## src/rtl/toy_bpu_tage_base_mem_if.sv

```systemverilog
// ---------------------------------------------------------------------------
// toy_bpu_tage_base_mem_if
// Request/acknowledge bundle for the TAGE base-predictor table memory.
//   master modport (requester): drives mem_req_*, observes mem_ack_*, init_busy
//   slave  modport (memory)   : observes mem_req_*, drives mem_ack_*, init_busy
// Signals:
//   mem_req_vld   request valid, one request per cycle
//   mem_req_wren  1 = write, 0 = read (qualified by mem_req_vld)
//   mem_req_addr  entry index (ADDR_WIDTH)
//   mem_req_wdata write data (DATA_WIDTH)
//   mem_ack_rdata registered read data (DATA_WIDTH)
//   mem_ack_vld   one-cycle pulse marking a fresh read result
//   init_busy     high while the table init sweep runs
// ---------------------------------------------------------------------------
`ifndef TAGE_BASE_INDEX_WIDTH
`define TAGE_BASE_INDEX_WIDTH 4
`endif
`ifndef TAGE_BASE_PRED_WIDTH
`define TAGE_BASE_PRED_WIDTH 2
`endif

interface toy_bpu_tage_base_mem_if #(
    parameter int ADDR_WIDTH = `TAGE_BASE_INDEX_WIDTH,
    parameter int DATA_WIDTH = `TAGE_BASE_PRED_WIDTH
);
    logic                  mem_req_vld;
    logic                  mem_req_wren;
    logic [ADDR_WIDTH-1:0] mem_req_addr;
    logic [DATA_WIDTH-1:0] mem_req_wdata;
    logic [DATA_WIDTH-1:0] mem_ack_rdata;
    logic                  mem_ack_vld;
    logic                  init_busy;

    modport master (
        output mem_req_vld,
        output mem_req_wren,
        output mem_req_addr,
        output mem_req_wdata,
        input  mem_ack_rdata,
        input  mem_ack_vld,
        input  init_busy
    );

    modport slave (
        input  mem_req_vld,
        input  mem_req_wren,
        input  mem_req_addr,
        input  mem_req_wdata,
        output mem_ack_rdata,
        output mem_ack_vld,
        output init_busy
    );
endinterface

```

## src/rtl/toy_bpu_tage_base_mem.sv

```systemverilog
// ---------------------------------------------------------------------------
// toy_bpu_tage_base_mem
// Single-port flop-based table for the TAGE base predictor. One access
// (read or write) per cycle; reads return one cycle later on mem_ack_*.
// Ports:
//   clk      single clock, rising edge
//   rst_n    asynchronous active-low reset
//   mem_bus  slave side of toy_bpu_tage_base_mem_if (request/ack/init_busy)
// Configuration:
//   TOY_BPU_TAGE_BASE_MEM_INIT_EN - when defined, an init sweep writes
//   INIT_VALUE to every entry after reset (one entry per cycle) and holds
//   off requests via init_busy. When undefined, there is no sweep, init_busy
//   is 0 and the table contents are undefined until written.
// Reset clears the ack outputs and the sweep counter; it never touches the
// table contents themselves.
// ---------------------------------------------------------------------------
`ifndef TAGE_BASE_INDEX_WIDTH
`define TAGE_BASE_INDEX_WIDTH 4
`endif
`ifndef TAGE_BASE_PRED_WIDTH
`define TAGE_BASE_PRED_WIDTH 2
`endif

module toy_bpu_tage_base_mem #(
    parameter int                    ADDR_WIDTH = `TAGE_BASE_INDEX_WIDTH,
    parameter int                    DATA_WIDTH = `TAGE_BASE_PRED_WIDTH,
    parameter logic [DATA_WIDTH-1:0] INIT_VALUE = {DATA_WIDTH{1'b0}}
) (
    input  logic                         clk,
    input  logic                         rst_n,
    toy_bpu_tage_base_mem_if.slave       mem_bus
);

    localparam int DEPTH = 1 << ADDR_WIDTH;

    logic [DATA_WIDTH-1:0] mem_q [DEPTH];

    logic                  busy_s;
    logic                  rd_acc_s;
    logic                  wr_acc_s;
    logic                  arr_we_s;
    logic [ADDR_WIDTH-1:0] arr_waddr_s;
    logic [DATA_WIDTH-1:0] arr_wdata_s;

    logic                  ack_vld_q;
    logic                  ack_vld_d;
    logic [DATA_WIDTH-1:0] ack_rdata_q;
    logic [DATA_WIDTH-1:0] ack_rdata_d;

`ifdef TOY_BPU_TAGE_BASE_MEM_INIT_EN
    typedef enum logic [0:0] {
        ST_INIT = 1'b0,
        ST_IDLE = 1'b1
    } state_e;

    localparam logic [ADDR_WIDTH-1:0] IDX_MAX = {ADDR_WIDTH{1'b1}};

    state_e                state_q;
    state_e                state_d;
    logic [ADDR_WIDTH-1:0] init_idx_q;
    logic [ADDR_WIDTH-1:0] init_idx_d;
    logic                  init_wr_s;

    // Sweep state and index registers; reset restarts the sweep from index 0.
    always_ff @(posedge clk or negedge rst_n) begin
        if (!rst_n) begin
            state_q    <= ST_INIT;
            init_idx_q <= {ADDR_WIDTH{1'b0}};
        end else begin
            state_q    <= state_d;
            init_idx_q <= init_idx_d;
        end
    end

    // Sweep next-state: one entry per cycle, index saturates at the top entry.
    always_comb begin
        state_d    = state_q;
        init_idx_d = init_idx_q;
        init_wr_s  = 1'b0;
        case (state_q)
            ST_INIT: begin
                init_wr_s = 1'b1;
                if (init_idx_q == IDX_MAX) begin
                    state_d = ST_IDLE;
                end else begin
                    init_idx_d = init_idx_q + {{(ADDR_WIDTH-1){1'b0}}, 1'b1};
                end
            end
            ST_IDLE: begin
                state_d = ST_IDLE;
            end
            default: begin
                state_d    = ST_INIT;
                init_idx_d = {ADDR_WIDTH{1'b0}};
            end
        endcase
    end

    // init_busy follows the state register directly, so it is high in reset.
    assign busy_s = (state_q == ST_INIT);
`else
    logic                  init_wr_s;
    logic [ADDR_WIDTH-1:0] init_idx_q;

    assign busy_s     = 1'b0;
    assign init_wr_s  = 1'b0;
    assign init_idx_q = {ADDR_WIDTH{1'b0}};
`endif

    // Requests arriving during the sweep are dropped outright.
    assign rd_acc_s = mem_bus.mem_req_vld & ~busy_s & ~mem_bus.mem_req_wren;
    assign wr_acc_s = mem_bus.mem_req_vld & ~busy_s &  mem_bus.mem_req_wren;

    // Single write port arbitration: the sweep owns the port while busy.
    always_comb begin
        arr_we_s    = 1'b0;
        arr_waddr_s = {ADDR_WIDTH{1'b0}};
        arr_wdata_s = {DATA_WIDTH{1'b0}};
        if (init_wr_s) begin
            arr_we_s    = 1'b1;
            arr_waddr_s = init_idx_q;
            arr_wdata_s = INIT_VALUE;
        end else if (wr_acc_s) begin
            arr_we_s    = 1'b1;
            arr_waddr_s = mem_bus.mem_req_addr;
            arr_wdata_s = mem_bus.mem_req_wdata;
        end else begin
            arr_we_s    = 1'b0;
        end
    end

    // Table storage; deliberately not reset so only the sweep initialises it.
    always_ff @(posedge clk) begin
        if (arr_we_s) begin
            mem_q[arr_waddr_s] <= arr_wdata_s;
        end
    end

    // Ack next-state: read data is captured on an accepted read, else held.
    always_comb begin
        ack_vld_d   = rd_acc_s;
        ack_rdata_d = ack_rdata_q;
        if (rd_acc_s) begin
            ack_rdata_d = mem_q[mem_bus.mem_req_addr];
        end else begin
            ack_rdata_d = ack_rdata_q;
        end
    end

    // Ack output registers.
    always_ff @(posedge clk or negedge rst_n) begin
        if (!rst_n) begin
            ack_vld_q   <= 1'b0;
            ack_rdata_q <= {DATA_WIDTH{1'b0}};
        end else begin
            ack_vld_q   <= ack_vld_d;
            ack_rdata_q <= ack_rdata_d;
        end
    end

    assign mem_bus.mem_ack_vld   = ack_vld_q;
    assign mem_bus.mem_ack_rdata = ack_rdata_q;
    assign mem_bus.init_busy     = busy_s;

endmodule

```

## src/flat_wrapper.sv

```systemverilog
// flat-port wrapper written by rule: the top's interface ports become plain ports
module toy_bpu_tage_base_mem_flat 
#(
    parameter int                    ADDR_WIDTH = `TAGE_BASE_INDEX_WIDTH,
    parameter int                    DATA_WIDTH = `TAGE_BASE_PRED_WIDTH,
    parameter logic [DATA_WIDTH-1:0] INIT_VALUE = {DATA_WIDTH{1'b0}}
)
  (clk, rst_n, mem_bus_mem_req_vld, mem_bus_mem_req_wren, mem_bus_mem_req_addr, mem_bus_mem_req_wdata, mem_bus_mem_ack_rdata, mem_bus_mem_ack_vld, mem_bus_init_busy);
  toy_bpu_tage_base_mem_if #(.ADDR_WIDTH(ADDR_WIDTH), .DATA_WIDTH(DATA_WIDTH)) mem_bus_i ();
  input  logic clk;
  input  logic rst_n;
  input wire logic [$bits(mem_bus_i.mem_req_vld)-1:0] mem_bus_mem_req_vld;
  input wire logic [$bits(mem_bus_i.mem_req_wren)-1:0] mem_bus_mem_req_wren;
  input wire logic [$bits(mem_bus_i.mem_req_addr)-1:0] mem_bus_mem_req_addr;
  input wire logic [$bits(mem_bus_i.mem_req_wdata)-1:0] mem_bus_mem_req_wdata;
  output wire logic [$bits(mem_bus_i.mem_ack_rdata)-1:0] mem_bus_mem_ack_rdata;
  output wire logic [$bits(mem_bus_i.mem_ack_vld)-1:0] mem_bus_mem_ack_vld;
  output wire logic [$bits(mem_bus_i.init_busy)-1:0] mem_bus_init_busy;
  assign mem_bus_i.mem_req_vld = mem_bus_mem_req_vld;
  assign mem_bus_i.mem_req_wren = mem_bus_mem_req_wren;
  assign mem_bus_i.mem_req_addr = mem_bus_mem_req_addr;
  assign mem_bus_i.mem_req_wdata = mem_bus_mem_req_wdata;
  assign mem_bus_mem_ack_rdata = mem_bus_i.mem_ack_rdata;
  assign mem_bus_mem_ack_vld = mem_bus_i.mem_ack_vld;
  assign mem_bus_init_busy = mem_bus_i.init_busy;
  toy_bpu_tage_base_mem #(.ADDR_WIDTH(ADDR_WIDTH), .DATA_WIDTH(DATA_WIDTH), .INIT_VALUE(INIT_VALUE)) u_core (.clk(clk), .rst_n(rst_n), .mem_bus(mem_bus_i));
endmodule
```

## config.mk

```make
export PLATFORM = sky130hd
export DESIGN_NAME = toy_bpu_tage_base_mem_flat
export DESIGN_NICKNAME = d
export VERILOG_FILES = /design/src/rtl/toy_bpu_tage_base_mem_if.sv /design/src/rtl/toy_bpu_tage_base_mem.sv /design/src/flat_wrapper.sv
export SDC_FILE = /design/constraint.sdc
export NUM_CORES = 1
export LEC_CHECK = 0
export ABC_AREA = 1
export BUFFER_PORTS_ARGS = -buffer_cell sky130_fd_sc_hd__buf_2
export CAP_MARGIN = 20
export CELL_PAD_IN_SITES_DETAIL_PLACEMENT = 0
export CELL_PAD_IN_SITES_GLOBAL_PLACEMENT = 2
export CORE_MARGIN = 2
export CORE_UTILIZATION = 40
export CTS_BUF_LIST = sky130_fd_sc_hd__clkbuf_4 sky130_fd_sc_hd__clkbuf_8 sky130_fd_sc_hd__clkbuf_16
export CTS_CLUSTER_DIAMETER = 80
export DETAILED_ROUTE_END_ITERATION = 8
export MAX_ROUTING_LAYER = met4
export PLACE_DENSITY = 0.79
export SETUP_SLACK_MARGIN = 0.15
export SLEW_MARGIN = 25
export SYNTH_ARGS = -nofsm -noshare
export SYNTH_HDL_FRONTEND = slang
export SYNTH_SLANG_ARGS = --single-unit
```

## constraint.sdc

```tcl
create_clock -name clk -period 2.44 [get_ports clk]
set_input_delay 0.244 -clock clk [delete_from_list [all_inputs] [get_ports clk]]
set_output_delay 0.244 -clock clk [all_outputs]
set_load 0.01 [all_outputs]
```

== Word level (Yosys, flattened, before mapping) ==
Memories as Yosys holds them, arrays and structs flattened. A register that Yosys moved wholly into a read port is not among the register bits.
Cells that the tools add are included.

* Bits in registers: 1
* Memory bits (writable): 32
* Output and inout bits: 4
* Word-level logic and storage cells: 11
* Memories: 1

* Muxes and demuxes: 5
* Bitwise logic cells: 3
* Reduce and logical (&&, ||, !) cells: 1

{| class="wikitable"
|+ Memory list
! memory !! depth !! bits a word !! read ports !! clocked after memory_dff !! write ports !! line !! text
|-
| u_core.mem_q || 16 || 2 || 1 || 1 || 1 || toy_bpu_tage_base_mem.sv:36 || <nowiki>logic [DATA_WIDTH-1:0] mem_q [DEPTH];</nowiki>
|}

{| class="wikitable"
|+ Operators by type and width
! cell !! count
|-
| $mux W4 || 1
|-
| $mux W1 || 3
|-
| $and A1 B1 Y1 || 2
|-
| $mux W2 || 1
|-
| $logic_not A1 Y1 || 1
|-
| $not A1 Y1 || 1
|}

== Depth between registers and ports, before layout ==
Gate-level depths: netlist of run 1.

* Depth after elaboration: 4
* Depth in mapped cells: 11

== Worst setup path after synthesis of run 1 ==
No wires, ideal clock.

* Path kind: input-to-reg
* From: input mem_bus_mem_req_addr[1]
* To: memory u_core.mem_q[0][0] (netlist bit) (enable)
* Arrival: 0.917 ns
* Path slack: 1.194 ns
* Stages on the path: 5
* Buffers on the path: 2
* Path through: buf_4 > inv_2 > buf_4 > a21oi_1 > nor3_1

* Word-level cells in the longest chain between the ends: 1

{| class="wikitable"
|+ RTL lines
! element !! line !! text
|-
| from (decl) || flat_wrapper.sv:14 || <nowiki>input wire logic [$bits(mem_bus_i.mem_req_addr)-1:0] mem_bus_mem_req_addr;</nowiki>
|-
| $mux W4 || toy_bpu_tage_base_mem.sv:123 || <nowiki>end else if (wr_acc_s) begin</nowiki>
|-
| to (decl) || toy_bpu_tage_base_mem.sv:36 ||
|}

Every way passes these cells.

== Final worst setup path of run 1 ==
* From: input mem_bus_mem_req_addr[0]
* To: memory u_core.mem_q[0][0] (netlist bit) (enable)

Same word-level chain as after synthesis.

==> metrics.cfg, run 1 <==
[synthesis]
synth_cells=152
yosysTopAreaCellShare_pct=61.8
syn_nets=162
synth_area_leaders=edfxtp_1 62%, nand2_1 13%, nand3_1 7.7%
synth_cell_types=14
syn-cell-area_um2=1560
ys_ff_latch=35
yosysSeqAreaShare_pct=66.6
yosysWarnings=0
yosysTopAreaCell=edfxtp_1
syn_area_per_cell_um2=10.2

[timing]
timing.final.crit_share_pct=48.9
slew_violations=0
max_clock_freq_mhz=838
clock_skew_ns=0.00363
fin_setup_tns_ns=0
grt_setup_unrepaired=no
setup_violations=0
final_hold_viol_count=0
holdWs_ns=0.201
period_needed_ns=1.19

[placed_design]
place_congestion=0.777
hpwl_um=2390
io_buffer_count=12

[final_layout]
areaGrowthSynthToFinish_pct=11.4
layout.nets=178
diodes=0
drive_above_1_share_pct=14.2
fill_cells=367

[global_route]
grt_pass1_wl_um=5220
antenna_found_initial=0
overflow=0
grt_pass1_vias=1074
grt_use_total_pct=17.5
grt_max_degree=20

[detailed_routing]
dr.pass1.iters=4
first_iter_violations=78
drc=0
via_count=1089
wl_um=3260
ant_nets=0
vias_per_cell=5.02
routedWlPerCell_um=15.0

[floorplan]
design.core.area_um2=3690
io_pins=14
initial_core_util_pct=42.2
die_w_um=66.4
fp-row-count=22
die_area_um2=4400
die_h_um=66.4

[job]
drv_cap=0

[status]
run_status=complete, no violations

[clock_network]
cts_setup_buffers=0
clock_path_buffers=2
clkSlewWorstSetupHoldPaths_ns=0.06
cts_tree=done
cts_root_buffer=clkbuf_8
cts_hold_buf=1
clk_latency_ns=0.29
h-tree-depth=2
clock-sinks=35
post_cts_resized=0
cts_buffers=5

[critical_path]
r2r-end=u_core.mem_bus.mem_ack_rdata[1]$_DFFE_PN0P_
rr_worst_depth=8
endpoint_kind=flip-flop
worst_ep_arrival_time_ns=1.22
worst_setup_path_start_kind=input pin
timing.rr.start=u_core.mem_q[13][1]$_DFFE_PP_
path_class=in2reg
cp_max_fo=19
r2r_slack_ns=1.39
crit_required_ns=2.46

[hold_path]
min-delay-start=mem_bus_mem_req_wren
hold_depth=2
min_to=u_core.mem_bus.mem_ack_vld$_DFF_PN0_
hp-class=in2reg

[power]
p_leak_uw=0.000677
ir_worst_vdd_uv=458
cellPowerDensity_nw_per_um2=681

==> registers in the layout (all words and copies together) (netlist names) <==
name,flops
u_core.mem_bus.mem_ack_vld,1
u_core.mem_q,32
u_core.mem_bus.mem_ack_rdata,2
==> power by group <==
group          leakage (µW)  total (µW)  switching (µW)  internal, µW
Combinational      0.000356         102            69.2          33.3
Clock             0.0000446         405             195           210
Sequential         0.000277         673            5.05           668
Total              0.000677        1180             269           911
==> worst max-delay path by stage <==
stage,slack (ns),end,cells past startpoint,startpoint
finish,1.25,u_core.mem_q[0][0]$_DFFE_PP_,4,mem_bus_mem_req_addr[0]
global route,1.16,u_core.mem_q[0][0]$_DFFE_PP_,4,mem_bus_mem_req_addr[0]
floorplan,1.19,u_core.mem_q[0][0]$_DFFE_PP_,5,mem_bus_mem_req_addr[1]
global placement,0.99,u_core.mem_q[0][0]$_DFFE_PP_,4,mem_bus_mem_req_addr[0]
detailed placement,0.95,u_core.mem_q[0][0]$_DFFE_PP_,4,mem_bus_mem_req_addr[0]
CTS,1.25,u_core.mem_q[0][0]$_DFFE_PP_,4,mem_bus_mem_req_addr[0]
==> cell usage after synthesis <==
cell       n
nand2_1   53
edfxtp_1  32
nand3_1   24
nor2_1    20
inv_1      6
buf_4      3
buf_6      3
dfrtp_1    3
a21oi_1    2
nand4_1    2
conb_1     1
inv_2      1
inv_8      1
nor3_1     1
==> per-stage QoR <==
step,std cells,setup WS [ns],total power [µW],utilization [%],area (µm²)
floorplan,152,1.19,757,-,1560
global placement,208,0.986,788,44.3,1630
detailed placement,208,0.949,788,44.3,1630
CTS,217,1.25,1190,47.0,1730
global route,217,1.16,1240,47.0,1730
finish,217,1.25,1180,47.0,1730
==> kinds of logic (layout without fill, tap and decap cells) <==
kind of cell           after synthesis  count (layout)  share of synthesized area, %
DFF                                 35              35                          66.6
and+or+nand+nor                    100             100                          26.5
buffers and inverters               14              31                          6.03
other                                1               1                         0.241
AOI/OAI and AO/OA                    2               2                         0.644
==> placed cells by master (no fill, tap or decap) <==
cell and count:
clkinvlp_4 1, nor2_1 20, buf_2 12, inv_1 6, clkbuf_8 5, nand2_1 53
inv_8 1, nor3_1 1, edfxtp_1 32, clkinv_2 1, nand3_1 24, buf_4 2
a21oi_1 2, dlygate4sd3_1 1, inv_2 1, clkbuf_4 1, dfrtp_1 3, conb_1 1
nand4_1 2
==> cell type report <==
class,count,area [µm²],share of cell area [%]
Clock buffer,6,76.3,4.40
Timing Repair Buffer,15,85.1,4.91
Inverter,8,37.5,2.17
Tap cell,48,60.1,3.47
Multi-Input combinational cell,103,425,24.5
Sequential cell,35,1040,59.8
Clock inverter,2,12.5,0.722
==> routing by layer <==
metal / global-route usage [%] / part of all wire (%) / vias up
met4: 6.12 / 1.6 / 0
met2: 26.6 / 46 / 29
li1: - / - / 539
met3: 4.60 / 4.3 / 6
met1: 22.9 / 48 / 515
met5: - / 0 / -
==> critical path: stages <==
cell and delay (ns):
buf_2 0.33, inv_8 0.11, a21oi_1 0.38, nor3_1 0.15
Power figures use the tool's default switching activity.
==> run 2: changes to the inputs <==
--- a/config.mk
+++ b/config.mk
@@ -11,12 +11,12 @@
 export CELL_PAD_IN_SITES_DETAIL_PLACEMENT = 0
 export CELL_PAD_IN_SITES_GLOBAL_PLACEMENT = 2
 export CORE_MARGIN = 2
-export CORE_UTILIZATION = 40
+export CORE_UTILIZATION = 37
 export CTS_BUF_LIST = sky130_fd_sc_hd__clkbuf_4 sky130_fd_sc_hd__clkbuf_8 sky130_fd_sc_hd__clkbuf_16
 export CTS_CLUSTER_DIAMETER = 80
 export DETAILED_ROUTE_END_ITERATION = 8
 export MAX_ROUTING_LAYER = met4
-export PLACE_DENSITY = 0.79
+export PLACE_DENSITY = 0.74
 export SETUP_SLACK_MARGIN = 0.15
 export SLEW_MARGIN = 25
 export SYNTH_ARGS = -nofsm -noshare
==> constraint.sdc (replaced) <==
create_clock -name clk -period 1.1 [get_ports clk]
set_input_delay 0.11 -clock clk [delete_from_list [all_inputs] [get_ports clk]]
set_output_delay 0.11 -clock clk [all_outputs]
set_load 0.01 [all_outputs]
==> metrics.cfg, run 2 (synthesis results as in run 1) <==
[detailed_routing]
dr.pass1.iters=4  ; unchanged
via_count=1098  ; +0.83%
wl_um=3440  ; +5.5%
wl_met2_um=1760  ; +17%
drc=0  ; unchanged
vias_per_cell=4.79  ; -4.5%
wl_met3_um=160  ; +15%
maxUsedRoutingLayer=met4
routedWlPerCell_um=15.0  ; about the same
wl_met1_um=1500  ; -4.2%
first_iter_violations=24  ; -69%
ant_nets=0  ; unchanged

[final_layout]
layout_common_cells=47 x nand2_1, 32 x edfxtp_1, 19 x nand3_1, 12 x buf_2
multi_input_area_um2=561  ; +32%
fin_util_pct=48.6  ; +1.7 points
drive_above_1_share_pct=35.8  ; +22 points
areaGrowthSynthToFinish_pct=26.0
seq_area_um2=1040  ; unchanged
diodes=0  ; unchanged
final_common_cell=nand2_1
fill_cells=393  ; +7.1%
largest_register=u_core.mem_q
layout.nets=188  ; +5.6%
largest_reg_flops=32  ; unchanged

[critical_path]
r2r_slack_ns=0.09  ; -1.30 ns
path_class=reg2reg
cp_max_fo=1  ; -18
worst_ep_arrival_time_ns=1.18  ; -0.04 ns
crit_required_ns=1.27  ; -1.19 ns
endpoint_kind=flip-flop
worst_setup_path_start_kind=flip-flop

[clock_network]
h-tree-depth=2  ; unchanged
clk_latency_ns=0.28  ; about the same
clock-sinks=35  ; unchanged
clock_path_buffers=2  ; unchanged
cts_root_buffer=clkbuf_8
cts_setup_buffers=0  ; unchanged
cts_buffers=5  ; unchanged
clkSlewWorstSetupHoldPaths_ns=0.06  ; about the same
cts_tree=done

[timing]
worst_slack_ns=0.0851  ; -1.16 ns
slew_headroom_pct=57.7
timing.final.crit_share_pct=92.3
grt_setup_unrepaired=yes
max_clock_freq_mhz=985
setup_violations=0  ; unchanged
final_hold_viol_count=0  ; unchanged
slew_violations=0  ; unchanged
period_needed_ns=1.01
clock_skew_ns=0.00583  ; +0.00220 ns
worstMarginPinSlew_ns=0.634

[power]
p_leak_uw=0.000750  ; +11%
seqPwrFrac_pct=56.2  ; -0.8 points
comb_power_share_pct=11.6  ; +2.9 points
power_uw=2660  ; +130%
cellPowerDensity_nw_per_um2=1360  ; +99%
internal-power_uw=2050  ; +120%
clkPwrFrac_pct=32.2  ; -2.1 points
swShare_pct=22.9  ; +0.097 points
p_switching_uw=609  ; +130%
ir_worst_vdd_uv=790  ; +72%

[placed_design]
place_congestion=0.821  ; +5.6%
io_buffer_count=12  ; unchanged
dp_slack_ns=-0.330  ; -1.28 ns
hpwl_um=2500  ; +4.4%

[global_route]
grt_pass1_wl_um=5330  ; +2.0%
grt_max_degree=19  ; -5.0%
grt_use_total_pct=17.3  ; -0.24 points
overflow=0  ; unchanged
grt_pass1_vias=1089  ; +1.4%
antenna_found_initial=0  ; unchanged

[hold_path]
hp-class=in2async

[floorplan]
design.core.area_um2=4030  ; +9.2%
die_w_um=68.8  ; +3.7%
fp-row-count=23  ; +4.5%
die_h_um=68.8  ; +3.7%
io_pins=14  ; unchanged
die_area_um2=4740  ; +7.6%
initial_core_util_pct=38.6  ; -3.6 points

[status]
run_status=complete, no violations

[job]
drv_cap=0  ; unchanged

==> run 2: timing repair <==
item / CTS / global route
setup endpoints to repair: 48 / 34
endpoints found under the hold margin: 3 / 0
pin swaps: 14 / 12
hold buffers: 1 / 0
resized for setup: 8 / 12
==> run 2: path summary, 6_finish.rpt <==
path,endpoint,depth (start not counted),start
worst min register to register,u_core.mem_bus.mem_ack_rdata[0]$_DFFE_PN0P_,2,u_core.mem_bus.mem_ack_rdata[0]$_DFFE_PN0P_
worst max register to register,u_core.mem_bus.mem_ack_rdata[1]$_DFFE_PN0P_,8,u_core.mem_q[9][1]$_DFFE_PP_
min in group clk,u_core.mem_bus.mem_ack_vld$_DFF_PN0_,3,mem_bus_mem_req_wren
worst min-delay path,u_core.mem_bus.mem_ack_vld$_DFF_PN0_,2,rst_n
max in group asynchronous,u_core.mem_bus.mem_ack_rdata[0]$_DFFE_PN0P_,2,rst_n
worst max-delay path,u_core.mem_bus.mem_ack_rdata[1]$_DFFE_PN0P_,8,u_core.mem_q[9][1]$_DFFE_PP_
==> run 2: layout make-up <==
cell class | instances | area share (%)
Tap cell | 50 | 3.19
Multi-Input combinational cell | 103 | 28.6
Timing Repair Buffer | 25 | 8.81
Inverter | 8 | 2.23
Clock buffer | 6 | 3.90
Clock inverter | 2 | 0.383
Sequential cell | 35 | 52.9
==> run 2: critical path, cell delays in order, from the launching register on <==
cell and delay, ns:
edfxtp_1 0.39, nand2_2 0.09, nand3_2 0.08, nand3_2 0.07, nand2_1 0.05, nand2_1 0.06
nand2_1 0.07, nand2_1 0.06, nand2_1 0.05
==> run 2: metal layers <==
layer  track usage (%)  vias up
li1                  -      558
met1              21.2      519
met2              27.6       19
met3              4.87        2
met4              5.88        0
met5                 -        -
==> run 2: through the flow <==
step	area, µm²	hold slack (ns)	instances	TNS (ns)
detailed placement	1790	-0.0908	220	-14.73
global placement	1790	-0.0923	220	-12.47
CTS	1910	0.152	229	-1.10
global route	1960	0.150	229	-0.0582
finish	1960	0.158	229	0
floorplan	1630	-0.186	152	0
==> run 2: power by group through the flow <==
stage | Clock, µW | Sequential (µW) | Combinational, µW
4_1_cts | 893 | 1490 | 296
2_1_floorplan | 0 | 1530 | 174
3_3_place_gp | 0 | 1520 | 281
5_1_grt | 943 | 1500 | 344
3_5_place_dp | 0 | 1520 | 284
6_report | 857 | 1490 | 309
